[src/rtl/sys_feeder_pkg.sv]
// Shared types and helpers for the systolic skew feeder: FSM state encoding and beat count.
package sys_feeder_pkg;

    typedef enum logic [1:0] {
        IDLE  = 2'd0,
        FEED  = 2'd1,
        DRAIN = 2'd2
    } feeder_state_e;

    // FEED covers 2*ms-1 beats, DRAIN adds ms-1 all-zero beats to flush the array.
    function automatic int beat_count(input int ms);
        return 3 * ms - 2;
    endfunction

endpackage

[src/rtl/sys_skew_lane.sv]
// One skew lane: given the beat counter, emits vec_i[k-LANE] when that index is in range, else 0.
module sys_skew_lane #(
    parameter int n           = 8,
    parameter int matrix_size = 4,
    parameter int LANE        = 0,
    parameter int KW          = 4
) (
    input  logic                en_i,
    input  logic [KW-1:0]       k_i,
    input  logic signed [n-1:0] vec_i [matrix_size],
    output logic signed [n-1:0] elem_o
);

    always_comb begin
        elem_o = '0;
        for (int e = 0; e < matrix_size; e++) begin
            if (en_i && (k_i == KW'(e + LANE))) begin
                elem_o = vec_i[e];
            end
        end
    end

endmodule

[src/rtl/sys_skew_feeder.sv]
// Captures an A/B matrix pair and streams them diagonally skewed onto a systolic array's edges.
// Optional input stall is compiled in with SYS_SKEW_FEEDER_STALL_EN.
module sys_skew_feeder
    import sys_feeder_pkg::*;
#(
    parameter int n           = 8,
    parameter int matrix_size = 4
) (
    input  logic                clk,
    input  logic                rst,
`ifdef SYS_SKEW_FEEDER_STALL_EN
    input  logic                stall,
`endif
    input  logic                in_valid,
    output logic                in_ready,
    input  logic signed [n-1:0] dataA_in [matrix_size][matrix_size],
    input  logic signed [n-1:0] dataB_in [matrix_size][matrix_size],
    output logic signed [n-1:0] a_edge [matrix_size],
    output logic signed [n-1:0] b_edge [matrix_size],
    output logic                edge_valid,
    output logic                edge_first,
    output logic                edge_last
);

    localparam int KW = $clog2(3 * matrix_size);
    localparam logic [KW-1:0] K_FEED_END = KW'(2 * matrix_size - 2);
    localparam logic [KW-1:0] K_LAST     = KW'(beat_count(matrix_size) - 1);

    feeder_state_e state_q, state_d;
    logic [KW-1:0] k_q, k_d;
    logic signed [n-1:0] a_q [matrix_size][matrix_size];
    logic signed [n-1:0] a_d [matrix_size][matrix_size];
    logic signed [n-1:0] b_q [matrix_size][matrix_size];
    logic signed [n-1:0] b_d [matrix_size][matrix_size];
    logic signed [n-1:0] b_col [matrix_size][matrix_size];
    logic signed [n-1:0] lane_a [matrix_size];
    logic signed [n-1:0] lane_b [matrix_size];
    logic edge_valid_q, edge_first_q, edge_last_q;
    logic run;

`ifdef SYS_SKEW_FEEDER_STALL_EN
    assign run = ~stall;
`else
    assign run = 1'b1;
`endif

    assign in_ready   = (state_q == IDLE) && run;
    assign edge_valid = edge_valid_q && run;
    assign edge_first = edge_first_q;
    assign edge_last  = edge_last_q;

    always_comb begin
        state_d = state_q;
        k_d     = k_q;
        a_d     = a_q;
        b_d     = b_q;
        if (run) begin
            case (state_q)
                IDLE: begin
                    if (in_valid) begin
                        state_d = FEED;
                        k_d     = '0;
                        a_d     = dataA_in;
                        b_d     = dataB_in;
                    end
                end
                FEED: begin
                    k_d = k_q + 1'b1;
                    if (k_q == K_FEED_END) begin
                        state_d = DRAIN;
                    end
                end
                DRAIN: begin
                    if (k_q == K_LAST) begin
                        state_d = IDLE;
                        k_d     = '0;
                    end else begin
                        k_d = k_q + 1'b1;
                    end
                end
                default: begin
                    state_d = IDLE;
                    k_d     = '0;
                end
            endcase
        end
    end

    // Lanes look at next-state values so each beat lands in the output registers on its own edge.
    for (genvar gi = 0; gi < matrix_size; gi++) begin : g_lane
        for (genvar gr = 0; gr < matrix_size; gr++) begin : g_col
            assign b_col[gi][gr] = b_d[gr][gi];
        end

        sys_skew_lane #(
            .n(n), .matrix_size(matrix_size), .LANE(gi), .KW(KW)
        ) u_lane_a (
            .en_i(state_d != IDLE), .k_i(k_d), .vec_i(a_d[gi]), .elem_o(lane_a[gi])
        );

        sys_skew_lane #(
            .n(n), .matrix_size(matrix_size), .LANE(gi), .KW(KW)
        ) u_lane_b (
            .en_i(state_d != IDLE), .k_i(k_d), .vec_i(b_col[gi]), .elem_o(lane_b[gi])
        );
    end

    always_ff @(posedge clk) begin
        if (rst) begin
            state_q      <= IDLE;
            k_q          <= '0;
            a_q          <= '{default: '0};
            b_q          <= '{default: '0};
            a_edge       <= '{default: '0};
            b_edge       <= '{default: '0};
            edge_valid_q <= 1'b0;
            edge_first_q <= 1'b0;
            edge_last_q  <= 1'b0;
        end else if (run) begin
            state_q      <= state_d;
            k_q          <= k_d;
            a_q          <= a_d;
            b_q          <= b_d;
            a_edge       <= lane_a;
            b_edge       <= lane_b;
            edge_valid_q <= (state_d != IDLE);
            edge_first_q <= (state_d == FEED) && (k_d == '0);
            edge_last_q  <= (state_d == DRAIN) && (k_d == K_LAST);
        end
    end

endmodule

[config.mk]
export PLATFORM = sky130hd
export DESIGN_NAME = sys_skew_feeder
export DESIGN_NICKNAME = d
export VERILOG_FILES = /design/src/rtl/sys_feeder_pkg.sv /design/src/rtl/sys_skew_lane.sv /design/src/rtl/sys_skew_feeder.sv
export SDC_FILE = /design/constraint.sdc
export NUM_CORES = 1
export LEC_CHECK = 0
export CAP_MARGIN = 20
export CORE_MARGIN = 1.5
export CORE_UTILIZATION = 47
export CTS_CLUSTER_DIAMETER = 100
export CTS_CLUSTER_SIZE = 24
export DETAILED_ROUTE_END_ITERATION = 8
export PLACE_DENSITY_LB_ADDON = 0.2
export SETUP_SLACK_MARGIN = 0.1
export SLEW_MARGIN = 20
export SYNTH_ARGS = -nofsm -noshare
export SYNTH_HDL_FRONTEND = slang
export SYNTH_SLANG_ARGS = --single-unit
[constraint.sdc]
create_clock -name clk -period 6.5 [get_ports clk]
set_input_delay 0.65 -clock clk [delete_from_list [all_inputs] [get_ports clk]]
set_output_delay 0.65 -clock clk [all_outputs]
set_load 0.01 [all_outputs]
== Yosys cells after proc, flatten, opt, wreduce, memory -nomap -nowiden ==
Index checks and enable logic that the tools add are counted.
Operators by class
  add/subtract/negate cells: 1
  equality and inequality tests: 13
  mux-type cells: 43
  reduce and logical (&&, ||, !) cells: 12
Operator list (count)
  2-to-1 mux 128 bit: 4
  2-to-1 mux 8 bit: 32
  == test 4 x 3 -> 1 bit (second input constant): 4
  case mux 4 bit (3 select lines): 1
  logical AND 1 bit: 9
  == test 4 x 2 -> 1 bit (second input constant): 2
  == test 4 bit (second input constant): 2
  2-to-1 mux 4 bit: 2
  2-to-1 mux 2 bit: 3
  case mux 2 bit (3 select lines): 1
  adder 4 x 1 -> 4 bit (second input constant): 1
  == test 2 x 1 -> 1 bit (second input constant): 2
  == test 2 bit (second input constant): 2
  == test 4 x 1 -> 1 bit (second input constant): 1
  logical NOT 4 bit: 1
  logical NOT 2 bit: 1
  nonzero test 2 bit: 1
Word-level totals
  flip-flop bits (word level): 329
  input port bits: 259
  output and inout port bits: 68
  word-level logic and storage cells: 114

== Logic depth before layout (Yosys ltp) ==
  depth after elaboration: 9
  depth in mapped cells: 10
  mapped depth without buffers: 8

== Hierarchy ==
Synthesis repeated with hierarchy kept, for this count alone.
Unflattened totals
  cells, all modules: 1368
  area, all modules: 16138.0 µm²
Modules (own cells, without submodules)
  sys_skew_feeder: times used 1, cells each 1030, area each 13643.1 µm², seq. area each 6586.3 µm²
  sys_skew_lane at g_lane[3].u_lane_a ...: times used 2, cells each 61, area each 414.1 µm², seq. area each 0.0 µm²
  sys_skew_lane at g_lane[1].u_lane_a ...: times used 2, cells each 48, area each 311.5 µm², seq. area each 0.0 µm²
  sys_skew_lane at g_lane[2].u_lane_a ...: times used 2, cells each 30, area each 271.5 µm², seq. area each 0.0 µm²
  sys_skew_lane at g_lane[0].u_lane_a ...: times used 2, cells each 30, area each 250.2 µm², seq. area each 0.0 µm²

== Worst setup path before layout ==
No wires, ideal clock.
  path kind: input to register
  start point: input port in_valid
  end point: register a_edge[10] (netlist name)
  setup time: 120 ps
  data arrival time: 2092 ps
  data required time: 6380 ps
  slack: 4288 ps
  stages: 7
  path buffers: 1
  cell sequence: or4b_1 a31oi_2 a31oi_4 nor2_1 buf_2 a21oi_1 o31a_1
Between the ends
  cells in the longest elaborated chain, start to end: 8
  elaborated cells on any way between the ends: 19
  those cells by class: 4 x eq/ne; 10 x mux; 5 x reduce/logical
Ends and longest elaborated chain
  start: declaration: line sys_skew_feeder.sv:14  | input logic in_valid,
  2-to-1 mux 4 bit / 2-to-1 mux 2 bit (equally long branches): line sys_skew_feeder.sv:60  | if (in_valid) begin
  case mux 4 bit (3 select lines) / case mux 2 bit (3 select lines) (equally long branches): line sys_skew_feeder.sv:58  | case (state_q)
  == test 4 x 2 -> 1 bit / nonzero test 2 bit (equally long branches): line sys_skew_lane.sv:17, sys_skew_feeder.sv:98
  logical AND 1 bit: line sys_skew_lane.sv:17  | if (en_i && (k_i == KW'(e + LANE))) begin
  2-to-1 mux 8 bit (3 in a row): line sys_skew_lane.sv:17
  2-to-1 mux 8 bit (*): line sys_skew_lane.sv:17
  end signal: assignment: line sys_skew_feeder.sv:124  | a_edge <= lane_a;
  end: declaration: line sys_skew_feeder.sv:18  | output logic signed [n-1:0] a_edge [matrix_size],
Every way passes the cells marked *; elsewhere a longest branch is shown, timed or not.
A chain may end at the register's enable or synchronous reset.

== Worst setup path after layout ==
  start point: register state_q[1]
  end point: register a_edge[27] (netlist name)
Between the ends
  cells in the longest elaborated chain, start to end: 8
  elaborated cells on any way between the ends: 22
  those cells by class: 5 x eq/ne; 10 x mux; 7 x reduce/logical
Ends and longest elaborated chain
  start: declaration: line sys_skew_feeder.sv:29  | feeder_state_e state_q, state_d;
  start signal: assignment: line sys_skew_feeder.sv:120  | state_q <= state_d;
  == test 2 bit (tied with other cells): line sys_skew_feeder.sv:58
  case mux 4 bit (3 select lines) / case mux 2 bit (3 select lines) (equally long branches): line sys_skew_feeder.sv:58
  logical NOT 4 bit / nonzero test 2 bit (equally long branches): line sys_skew_lane.sv:17, sys_skew_feeder.sv:98
  logical AND 1 bit: line sys_skew_lane.sv:17
  2-to-1 mux 8 bit (3 in a row): line sys_skew_lane.sv:17
  2-to-1 mux 8 bit (*): line sys_skew_lane.sv:17
Marks and branches as above.

==> results summary <==
The leakage power is 0.00648 uW. The residual overflow from global routing is 0. By area the synthesized netlist is led by sky130_fd_sc_hd__dfxtp_1, sky130_fd_sc_hd__mux2i_1, sky130_fd_sc_hd__nand2_1. The count of port buffers added during placement came out at 326. After layout, the worst path uses around 53% of the clock period. The area overhead of the layout relative to synthesis is 28.6%. The cell sitting at the root of the clock tree is a sky130_fd_sc_hd__clkbuf_16.

The final routed wire length divided by cell count came out at approximately 18 um. The height of the die came out at 171 um. The filler cells instantiated in the layout total 2367. The arrival time of the worst setup path is 3870 ps.

TritonCTS built the clock tree. Adding up every negative setup slack in the final design gives 0 ps. The number of maximum-capacitance violations is 0.

The count of buffers added by post-CTS timing repair for setup came out at 0. Once detail routing completed, the nets flagged for antenna violations numbered 0. The worst hold path begins at a_q[54]. The worst relative slew slack came out at 30.6%.

The worst hold path passes through 2 cells. In the post-synthesis netlist, the cell with the most instances is sky130_fd_sc_hd__dfxtp_1. The fraction of the yosys area taken by sequential cells is about half.

The number of clock buffers inserted by TritonCTS came out at 17. The cell count after synthesis came out at 1427. Of the total power, the share spent switching nets is 25.4%.

The total number of placement rows came out at 61. The number of buffers inserted by hold repair at cts came out at 0. The post-synthesis cell type count is 57. The first-pass GRT wire length came out at 55000 um.

The post-layout instance count excluding filler cells came out at 2048. The mean instance size in the synthesized netlist came out at 9.27 sq um. The core region is 27700 sq um.

The number of synthesized register bits is ~330. For the worst-skew pair, the clock arrives at the later sink with an insertion delay of approximately 500 ps. The endpoint type of the worst setup path is a flop. After detailed placement, the design holds a cell count of 2025. The type of the tightest min-delay check is reg -> reg. The required time of the worst setup path came out at 6920 ps.

The floorplan step defined a die boundary enclosing 29200 sq um. Summed over all nets, the switching power comes to 994 uW. The path with the worst hold slack has its endpoint at a_q[54]. The overall power consumption came out at 3920 uW. The clock sink total is 329. The post-synth net total came out at roughly 1700.

The routed via count is 10800. Counting flops with an async set or reset pin after synthesis yields a share of 0%. The number of endpoints with negative hold slack in the final report is 0. Yosys mapped a number of flops with a built-in enable equal to 0. The worst supply voltage drop on vdd came out at approximately 0.14 mV. The yosys synthesis warning count is 0. The number of global-route vias before repair is 10200. The slew at the pin closest to its max-slew limit came out at 1040 ps. The slack of the worst reg-to-reg path is roughly 3000 ps. The half-perimeter wire length of the detailed placement result came out at 24000 um. The proportion of power drawn by the clock network came out at around 28%. The worst setup path is of the reg -> reg kind.

The cell taking the most area after synthesis is sky130_fd_sc_hd__dfxtp_1. The combined area of all synthesized cells is 13200 sq um. The CTS clock-pin slew for the worst setup and hold paths came out at 90 ps. The cell-internal power came out at 2930 uW. The number of remaining DRC errors is 0. The largest net degree at the start of global routing is roughly 160. The total routing usage reported by global routing is between 20% and 30%. From left edge to right edge, the die measures around 170 um. The time the final worst path needs with I/O delays and setup came out at 3440 ps. The congestion estimate from routability-driven global placement came to 0.845. The worst setup path is launched from a flop. Clock skew on the completed layout was measured at ~14 ps.

The worst reg2reg path endpoint is a_edge[27]. The power per standard cell area is 231 nW/um^2. The total routed wirelength is 36300 um.

The part of the power in registers came out at 55.2%. After clock tree synthesis, the repair step resized 0 gates. The number of antenna violations at the first check in global routing came out at 5. The effective utilization at floorplan is around 48%. Combinational logic burns 16.7% of the power. Among all flip-flop cells after synthesis, the most frequent one is sky130_fd_sc_hd__dfxtp_1. The setup violation total in the final timing report is 0. The number of max-slew violations in the final report came to 0. The critical register-to-register path startpoint is state_q[1].

The maximum buffer depth of the clock tree is 3. The share of post-route cells with drive strength above 1 is 3.72%. The worst-path maximum fanout came out at 60. 327 I/O pins were placed. In the routed layout, each cell is associated on average with a via count of 5.30. In this run the number of H-tree levels came out at 1. The final net count is between 1500 and 2000. The first-pass iteration count of the detailed router is 5. The proportion of netlist area held by the largest area contributor came out at 49.8%.

After synthesis, the most frequently instantiated cells are sky130_fd_sc_hd__dfxtp_1, sky130_fd_sc_hd__nand2_1, sky130_fd_sc_hd__nor2_1. Setup repair after global routing left no endpoint under its margin. The worst reg2reg path depth is 8. The flow ran to the end, and the final reports show no timing, DRC or antenna violations. The number of DRC markers in iteration 0 is 748. Timing would allow up to 291 MHz.
[logic make-up (layout without fill, tap and decap cells)]
group / after synthesis / after routing / synth area share [%]
xor+xnor: 2 / 2 / 0.132
simple gates: 502 / 502 / 15.2
other cells: 0 / 4 / 0
flops: 329 / 329 / 49.8
mux: 179 / 179 / 13.6
compound gates: 293 / 293 / 16.7
fa+ha+maj: 3 / 3 / 0.284
buf+inv: 119 / 358 / 4.31
[stage by stage]
stage	hold WS, ps	worst slack (ps)	cell area (sq um)	util, %
4_1_cts	462	3070	17000	61.2
6_report	461	3060	17000	61.4
3_5_place_dp	447	2680	16500	59.7
5_1_grt	481	2900	17000	61.4
2_1_floorplan	437	4290	13200	-
3_3_place_gp	442	2770	16500	59.7
[power by group through the flow]
stage / sequential [uW] / clock [uW] / combinational (uW)
finish: 2160 / 1100 / 655
global placement: 2210 / 0 / 645
floorplan: 2210 / 0 / 369
global route: 2170 / 1210 / 713
detailed placement: 2210 / 0 / 654
CTS: 2160 / 1130 / 657
[sequential cells by signal, indices dropped and copies added (netlist names)]
signal	count
edge_first	1
edge_valid	1
edge_last	1
k_q	4
state_q	2
b_edge	32
a_edge	32
a_q	128
b_q	128
[worst max path at each step]
stage / startpoint / end
after floorplan: in_valid / a_edge[10]
after global placement: in_valid / a_edge[27]
after detailed placement: in_valid / a_edge[27]
after CTS: state_q[1] / a_edge[27]
after global routing: state_q[1] / a_edge[27]
final: state_q[1] / a_edge[27]
[worst max-delay path, stage by stage (launching register included)]
cell	delay, ps
sky130_fd_sc_hd__dfxtp_1	490
sky130_fd_sc_hd__or2_1	350
sky130_fd_sc_hd__inv_1	170
sky130_fd_sc_hd__and2_4	850
sky130_fd_sc_hd__buf_4	740
sky130_fd_sc_hd__mux2i_1	200
sky130_fd_sc_hd__a22oi_1	210
sky130_fd_sc_hd__nand2_1	100
sky130_fd_sc_hd__a221oi_2	220
[area by class of cell]
cell class / instances / area [sq um] / area share (%)
sequential: 329 / 6590 / 38.7
timing repair buffer: 335 / 3390 / 20.0
tap: 378 / 473 / 2.78
clock inverter: 1 / 8.76 / 0.0515
multi-input combinational: 979 / 6090 / 35.8
antenna: 4 / 10.0 / 0.0589
clock buffer: 17 / 425 / 2.50
inverter: 5 / 18.8 / 0.110
[layer usage]
| metal | up-vias | wire [um] | track usage [%] |
|---|---|---|---|
| met3 | 51 | 2430 | 4.58 |
| met2 | 302 | 16700 | 38.9 |
| li1 | 5396 | - | - |
| met4 | 2 | 853 | 6.85 |
| met5 | - | 9 | 0 |
| met1 | 5098 | 16300 | 32.3 |
[cell usage in the layout (no fill, tap or decap), types with 3 or more instances in the layout]
cell,count
sky130_fd_sc_hd__nand2_1,243
sky130_fd_sc_hd__a31oi_1,3
sky130_fd_sc_hd__inv_1,5
sky130_fd_sc_hd__a221oi_2,16
sky130_fd_sc_hd__ha_1,3
sky130_fd_sc_hd__a32o_1,17
sky130_fd_sc_hd__o21ai_0,3
sky130_fd_sc_hd__nor2b_1,4
sky130_fd_sc_hd__mux2i_1,177
sky130_fd_sc_hd__buf_12,3
sky130_fd_sc_hd__dfxtp_1,329
sky130_fd_sc_hd__clkbuf_16,17
sky130_fd_sc_hd__clkdlybuf4s50_1,325
sky130_fd_sc_hd__nand2b_1,6
sky130_fd_sc_hd__diode_2,4
sky130_fd_sc_hd__o31a_1,16
sky130_fd_sc_hd__o22ai_1,18
sky130_fd_sc_hd__o22a_1,15
sky130_fd_sc_hd__and3_1,4
sky130_fd_sc_hd__a311oi_1,16
sky130_fd_sc_hd__a21oi_1,112
sky130_fd_sc_hd__o2bb2ai_1,16
sky130_fd_sc_hd__a22oi_1,17
sky130_fd_sc_hd__buf_4,5
sky130_fd_sc_hd__nor2_1,218
sky130_fd_sc_hd__a21o_1,32
sky130_fd_sc_hd__nor3_1,3
No activity file was read; power rests on OpenSTA's default activity.
==> RTL change (same flow settings) <==
Build with the macro `SYS_SKEW_FEEDER_STALL_EN` defined.
--- a/src/rtl/sys_skew_feeder.sv
+++ b/src/rtl/sys_skew_feeder.sv
@@ -1,4 +1,6 @@
 // Captures an A/B matrix pair and streams them diagonally skewed onto a systolic array's edges.
 // Optional input stall is compiled in with SYS_SKEW_FEEDER_STALL_EN.
+`define SYS_SKEW_FEEDER_STALL_EN
+
 module sys_skew_feeder
     import sys_feeder_pkg::*;
Ports: changed (added stall); port bits go from 327 to 328. No check against the original RTL was run, so the function may have changed too.
==> RTL change against the unedited design <==
Non-clock buffer count increased by 15. Fmax decreased by 10%. Sequential cell count unchanged. Cell area increased by 19%. Hold slack got worse by 4.0 ps. Wire length increased by 50%. Sequential share of layout area decreased by 6.2 points. Global-route usage increased by 4.9 points. Synthesized area increased by 25%. Worst setup slack got worse by 390 ps. First-iteration DRC count increased by 130%. Total power increased by 7.3%. Clock skew increased by 3.8 ps. Synthesized cell count increased by 63%.
==> RTL change: results (changes against the unedited design) <==
[place]
hpwlAfterDp_um = 35200  ; was 24000 um
port_buffers = 327  ; was 326
place_area_sq_mm = 0.0197  ; was 0.0165 sq mm
place_congestion = 0.907  ; was 0.845

[pwr]
power_frac_comb_pct = 21.3  ; was 16.7%
switching_share_pct = 29.7  ; was 25.4%
vdd_ir_drop_max_mv = 0.159  ; was 0.143 mV
cellLeakagePower_nw = 7.05  ; was 6.48 nW
p_seq_w = 0.00216  ; about the same

[flow_run]
cap_violations = 0  ; unchanged

[cts]
worstSkewPairLatency_ps = 520
clk_pin_slew_worst_paths_ps = 100
clock_path_buffers = 3  ; unchanged
cts-resized-gates = 0  ; unchanged
root_buffer = clkbuf_16  ; unchanged
numCtsBuffers = 17  ; unchanged
cts_max_level = 1  ; unchanged
post-cts-setup-buffers = 0  ; unchanged

[worst_setup_path]
crit_fanout = 36  ; was 60
cp.arrival_ps = 4250  ; was 3870 ps

[global_routing]
grt_max_degree = 152  ; was 163
grt_pass1_wl_um = 84300  ; was 55000 um
use_met1_pct = 38.5  ; was 32.3%
grt_pass1_vias = 15500  ; was 10200
track_usage_pct = 28.8  ; was 23.9%
met3_usage_pct = 6.92  ; was 4.58%
antenna_found_initial = 14  ; was 5
grt.met2_usage_pct = 44.5  ; was 38.9%

[sta]
finalClockSkew_ps = 18.1  ; was 14.3 ps
finalHoldViolCount = 0  ; unchanged
max_slew.worst_pin.slew_ps = 1130  ; was 1040 ps

[cells_and_area]
reg_top3 = a_q (128), b_q (128)  ; unchanged
drive_gt1_share_pct = 4.21  ; was 3.72%
n_fill_cell = 3281  ; was 2367
layout.nets = 2756  ; was 1929

[drt]
first_pass_iters = 5  ; unchanged
drt_iter0_drc = 1690  ; was 748
routed_wl_um = 54400  ; was 36300 um
viasPerCell = 5.72  ; was 5.30

[yosys]
synthArstFlopShare_pct = 0  ; unchanged
synth_warnings = 0  ; unchanged
synth_xor_area_share_pct = 0  ; was 0.132%
ys_seq_area_share_pct = 39.9  ; was 49.8%
synth_mux_area_share_pct = 4.80  ; was 13.6%
synth_compound_area_share_pct = 19.8  ; was 16.7%
synthTopCellsByCount = nand2_1, dfxtp_1, a21oi_1  ; was dfxtp_1, nand2_1, nor2_1
synth_area_leaders = dfxtp_1, nand2_1, a21oi_1  ; was dfxtp_1, mux2i_1, nand2_1
synth_ff_type = dfxtp_1  ; unchanged
yosysUniqueCellTypes = 64  ; was 57
synth_fa_ha_area_share_pct = 0.228  ; was 0.284%
synth_nets = 2595  ; was 1689

[hold_path]
hold_path.class = reg2reg  ; unchanged

[run_status]
status = complete, no violations  ; unchanged

RTL change: cell count changes in the layout (fill, tap and decap cells not counted), moves of 16 or more:
cell,change
nand2_1,+689
a21oi_1,+215
mux2i_1,-150
nor2_1,-119
nand4_1,+53
a31oi_1,+51
inv_1,+39
a21o_1,-30
nand3_1,+28
mux4_2,+21
a32o_1,-17
o2bb2ai_1,-16
o31a_1,-16
RTL change: metrics by stage:
step | util, % | worst slack [ps] | instances | total power (W) | hold WS (ps)
after floorplan | - | 4000 | 2332 | 0.00272 | 432
after global placement | 57.1 | 2300 | 2928 | 0.00308 | 438
after detailed placement | 57.1 | 2200 | 2929 | 0.00309 | 446
after CTS | 58.4 | 2700 | 2949 | 0.00423 | 460
after global routing | 58.5 | 2450 | 2958 | 0.00440 | 474
final | 58.5 | 2660 | 2961 | 0.00421 | 457
RTL change: layer usage:
metal | up-vias | share of wire [%]
met1 | 7875 | 42
met3 | 107 | 9.6
met2 | 755 | 45
li1 | 8202 | -
met4 | 8 | 3.4
met5 | - | 0.10
RTL change: area by class of cell:
class	count	area (sq um)	area share (%)
antenna	12	30.0	0.149
tap	455	569	2.82
sequential	329	6590	32.6
timing repair buffer	350	3510	17.4
multi-input combinational	1751	8910	44.1
clock inverter	1	7.51	0.0371
inverter	44	165	0.817
clock buffer	19	433	2.14
RTL change: worst max-delay path: stages (launching register included):
cell      delay, ps
dfxtp_1         450
inv_1           100
ha_1            240
or2_2           330
nand3_1         130
nand3_2         720
nor2_4         1190
a31oi_1         230
a221oi_1        320
RTL change: final timing paths:
check,startpoint,end,slack (ps),cells past startpoint
max,k_q[0],b_edge[19],2660,8
min,a_q[48],a_q[48],460,2
max reg2reg,k_q[0],b_edge[19],2660,8
min reg2reg,a_q[48],a_q[48],460,2
